`config.mk`:
```
export PLATFORM = sky130hd
export DESIGN_NAME = serial_subtractor
export DESIGN_NICKNAME = d
export VERILOG_FILES = /design/src/rtl/arith_pkg.sv /design/src/rtl/full_sub.sv /design/src/rtl/serial_subtractor.sv
export SDC_FILE = /design/constraint.sdc
export NUM_CORES = 1
export LEC_CHECK = 0
export CAP_MARGIN = 20
export CORE_ASPECT_RATIO = 1.4
export CORE_MARGIN = 2
export CORE_UTILIZATION = 46
export DETAILED_ROUTE_END_ITERATION = 8
export GPL_ROUTABILITY_DRIVEN = 0
export PLACE_DENSITY = 0.72
export SLEW_MARGIN = 30
export SYNTH_ARGS = -nofsm -noshare
export SYNTH_HDL_FRONTEND = slang
export SYNTH_SLANG_ARGS = --single-unit
```
`constraint.sdc`:
```
create_clock -name clk -period 2.3 [get_ports clk]
set_input_delay 0.46 -clock clk [delete_from_list [all_inputs] [get_ports clk]]
set_output_delay 0.46 -clock clk [all_outputs]
set_load 0.01 [all_outputs]
```
`src/rtl/arith_pkg.sv`:
```
`default_nettype none
// ============================================================================
// Module      : arith_pkg
// Description : Shared arithmetic constants and FSM state encodings.
// Revision    : 1.0 - initial release
// ============================================================================
package arith_pkg;

    localparam int ARITH_W = 4;

    typedef enum logic [0:0] {
        ST_IDLE = 1'b0,
        ST_RUN  = 1'b1
    } state_t;

endpackage
`default_nettype wire

```
`src/rtl/full_sub.sv`:
```
`default_nettype none
// ============================================================================
// Module      : full_sub
// Description : Combinational 1-bit full subtractor (d = a - b - bi).
// Revision    : 1.0 - initial release
// ============================================================================
module full_sub (
    input  logic a,
    input  logic b,
    input  logic bi,
    output logic d,
    output logic bo
);

    assign d  = a ^ b ^ bi;
    assign bo = (~a & b) | (~(a ^ b) & bi);

endmodule
`default_nettype wire

```
`src/rtl/serial_subtractor.sv`:
```
`default_nettype none
// ============================================================================
// Module      : serial_subtractor
// Description : Bit-serial W-bit unsigned subtractor, LSB first, with a
//               start/busy/done handshake. Macro SERIAL_SUB_OVF_EN enables
//               the signed-overflow flag; otherwise ovf is tied low.
// Revision    : 1.0 - initial release
// ============================================================================
module serial_subtractor
    import arith_pkg::*;
#(
    parameter int W     = ARITH_W,
    parameter int CNT_W = 3
) (
    input  logic         clk,
    input  logic         rst_n,
    input  logic         start,
    input  logic [W-1:0] a,
    input  logic [W-1:0] b,
    output logic         busy,
    output logic         done,
    output logic [W-1:0] diff,
    output logic         bout,
    output logic         ovf
);

    state_t             state;
    state_t             state_nxt;
    logic [W-1:0]       a_sh;
    logic [W-1:0]       b_sh;
    logic [W-2:0]       diff_sh;
    logic               br;
    logic [CNT_W-1:0]   cnt;
    logic               bit_d;
    logic               bit_bo;
    logic               last;
    logic [W-1:0]       diff_full;

    full_sub u_full_sub (
        .a  (a_sh[0]),
        .b  (b_sh[0]),
        .bi (br),
        .d  (bit_d),
        .bo (bit_bo)
    );

    assign last      = (cnt == CNT_W'(W - 1));
    assign diff_full = {bit_d, diff_sh};
    assign busy      = (state == ST_RUN);

    always_ff @(posedge clk or negedge rst_n) begin
        if (!rst_n) begin
            state <= ST_IDLE;
        end else begin
            state <= state_nxt;
        end
    end

    always_comb begin
        state_nxt = state;
        case (state)
            ST_IDLE: if (start) state_nxt = ST_RUN;
            ST_RUN:  if (last)  state_nxt = ST_IDLE;
            default: state_nxt = ST_IDLE;
        endcase
    end

    always_ff @(posedge clk or negedge rst_n) begin
        if (!rst_n) begin
            a_sh    <= '0;
            b_sh    <= '0;
            diff_sh <= '0;
            br      <= 1'b0;
            cnt     <= '0;
            diff    <= '0;
            bout    <= 1'b0;
            done    <= 1'b0;
        end else begin
            done <= 1'b0;
            case (state)
                ST_IDLE: begin
                    if (start) begin
                        a_sh <= a;
                        b_sh <= b;
                        br   <= 1'b0;
                        cnt  <= '0;
                    end
                end
                ST_RUN: begin
                    a_sh    <= a_sh >> 1;
                    b_sh    <= b_sh >> 1;
                    diff_sh <= diff_full[W-1:1];
                    br      <= bit_bo;
                    cnt     <= cnt + 1'b1;
                    if (last) begin
                        diff <= diff_full;
                        bout <= bit_bo;
                        done <= 1'b1;
                    end
                end
                default: ;
            endcase
        end
    end

`ifdef SERIAL_SUB_OVF_EN
    logic ovf_q;

    // On the last RUN edge the shift registers present the operand MSBs.
    always_ff @(posedge clk or negedge rst_n) begin
        if (!rst_n) begin
            ovf_q <= 1'b0;
        end else if (state == ST_RUN && last) begin
            ovf_q <= (a_sh[0] != b_sh[0]) && (bit_d != a_sh[0]);
        end
    end

    assign ovf = ovf_q;
`else
    assign ovf = 1'b0;
`endif

endmodule
`default_nettype wire

```
==> flow_summary.yaml <==
run_status:
  outcome: "finished, final reports clean"
cells_and_area:
  antenna_cells: 0
  drive_above_1_share_pct: 16.13
  regArea_um2: 550.5
  fin_util_pct: 60.15
  fillers: 173
  nets: 108
  final_area_um2: 1201
  multi_input_area_um2: 364.1
  area_growth_syn_to_layout_pct: 22.61
global_routing:
  antenna_found_initial: 0
  grtUsageTotal_pct: 15.04
  busiest_layer: "met2"
  gr-usage-met2_pct: 24.89
  met1_usage_pct: 19.11
  use_met3_pct: 2.147
  grt-ovfl-total: 0
  grt_pass1_wl_mm: 2.780
  grt_max_degree: 25
  grt_pass1_vias: 610
setup_path:
  critPathLaunchType: "flip-flop"
  reg2reg_depth: 4
  cpLargestDelayFamily: "buffers and inverters"
  worst-path-stages: 1
  cpMaxStageDelayCell: "clkdlybuf4s50_1"
  slowest_delay_ns: 0.54
  required_ns: 1.84
  cp_num_buf_inv: 1
  criticalPathCategory: "flip-flop to output pin"
  cp_max_fo: 2
  endpoint_kind: "output pin"
  path_cells: "clkdlybuf4s50_1"
  worstPathArrival_ns: 1.24
route:
  drtIter0Drc: 4
  routed_wl_mm: 1.579
  avgViaCountPerCell: 5.298
  dr_total_vias: 604
  drt_first_pass_iters: 4
  wl_per_cell_um: 13.85
  drc: 0
  final_antenna_net_count: 0
pwr:
  pwr-share-comb_pct: 38.3
  intPower_mw: 1.077
  peakVddDrop_mv: 0.5828
  power_density_nw_per_um2: 1275
  swShare_pct: 29.72
  clock_power_share_pct: 19.8
  p_switching_uw: 455.2
  p_leak_nw: 0.5943
  pwr-share-seq_pct: 41.9
synth:
  synth_flop_cell: "dfrtp_1"
  synth_cell_types: 18
  synth_seq_cells: 22
  yosysWarnings: 0
  synthTopCellsByCount: "dfrtp_1 (22), mux2i_1 (9)"
  yosysTopAreaCellShare_pct: 56.19
  synth.area.top_cells: "dfrtp_1 (56%), mux2i_1 (9.2%), mux2_4 (9.2%), o21ai_0 (3.1%), a22o_1 (2.7%)"
  synth_nets: 89
  synth_cells: 75
  netlist_area_um2: 979.7
  synthMostInstantiatedCell: "dfrtp_1"
  async_flop_share_pct: 100.0
  synth_edf_count: 0
  ys_seq_area_share_pct: 56.19
  syn_avg_cell_area_um2: 13.06
  yosys.area.top_type: "dfrtp_1"
cts:
  root_buffer: "clkbuf_4"
  cts_buffer_depth: 2
  clkTransAtPathRegs_ns: 0.13
  insertion_delay_ns: 0.31
  cts_resized: 0
  cts_buffers: 3
  cts_htree_levels: 1
  cts_sinks: 22
  post-cts-setup-buffer-count: 0
  cts_tree: "built"
  hold_buffers: 0
floorplan:
  dieArea_um2: 2520
  rows: 19
  die_w_um: 43.01
  core_um2: 1997
  ioPinCount: 19
  start_util_pct: 49.06
  die_y_um: 58.61
job:
  cap_violations: 0
timing:
  fin_setup_tns_ns: 0
  hold_violations: 0
  tightest_slew_ns: 0.5090
  setup_slack_ns: 0.6018
  rsz0062_at_grt: "no"
  finalSetupViolCount: 0
  period_share_pct: 73.84
  finalMaxSlewViolations: 0
  timing.final.crit_period_ns: 1.698
  finalClockSkew_ns: 0.002840
  relSlewSlack_pct: 65.96
  fmax_mhz: 588.9
placed_design:
  dpl.hpwl_mm: 1.165
  place_area_um2: 1149
  place_ws_ns: 0.5425
  numPortBuffers: 17
hold_path:
  min_path_type: "input pin to asynchronous set/reset pin"
logic make-up after synthesis:
logic type | share of synthesized area, %
compound gates | 6.258
fa+ha+maj | 4.597
buf+inv | 6.640
flops | 56.19
mux | 20.69
other cells | 0.3828
simple gates | 5.236
power by group through the flow:
stage                     clock network, mW  logic [mW]  registers (mW)
after floorplan                           0       0.394           0.653
after global placement                    0       0.572           0.642
after detailed placement                  0       0.596           0.653
after CTS                             0.305       0.596           0.645
after global routing                  0.324       0.650           0.662
final                                 0.304       0.587           0.642
state kept, by name (all words and copies together), names as in the netlist, 3 cells and up:
signal and cells:
a_sh 4, diff 4, diff_sh 3, cnt 3
b_sh 4
per-layer routing:
layer / vias up / routed length (µm)
met4: 0 / 31
met3: 4 / 65
met1: 300 / 705
li1: 283 / -
met5: - / 0
met2: 17 / 777
area by class of cell:
type,instances,area share [%]
Clock buffer,3,1.875
Clock inverter,1,2.500
Inverter,6,1.875
Multi-Input combinational cell,42,30.31
Sequential cell,22,45.83
Tap cell,21,2.188
Timing Repair Buffer,19,15.42
worst paths after layout:
| path | start | to | slack (ns) |
|---|---|---|---|
| worst min register to register | cnt[0] | cnt[0] | 0.50 |
| max in group asynchronous | rst_n | cnt[0] | 1.61 |
| worst max register to register | cnt[0] | diff[2] | 0.91 |
| min in group clk | cnt[0] | cnt[0] | 0.50 |
| worst max-delay path | diff[2] | diff[2] | 0.60 |
| worst min-delay path | rst_n | diff[1] | 0.48 |
metrics by stage:
stage          instances  total power, mW  hold slack, ns
6_report             114            1.532          0.4769
5_1_grt              114            1.636          0.4966
3_3_place_gp         110            1.214          0.4672
2_1_floorplan         75            1.048          0.1644
4_1_cts              114            1.546          0.4902
3_5_place_dp         110            1.249          0.4787
layout by cell type, fill, tap and decap left out, types with 3 or more instances in the layout:
| master | count |
|---|---|
| a22o_1 | 3 |
| mux2i_1 | 9 |
| inv_1 | 6 |
| dfrtp_1 | 22 |
| nand2_1 | 6 |
| nor2_1 | 3 |
| clkbuf_4 | 3 |
| o21ai_0 | 6 |
| clkdlybuf4s50_1 | 17 |
| mux2_4 | 6 |
Note: power is estimated with default switching activity, not from simulation.
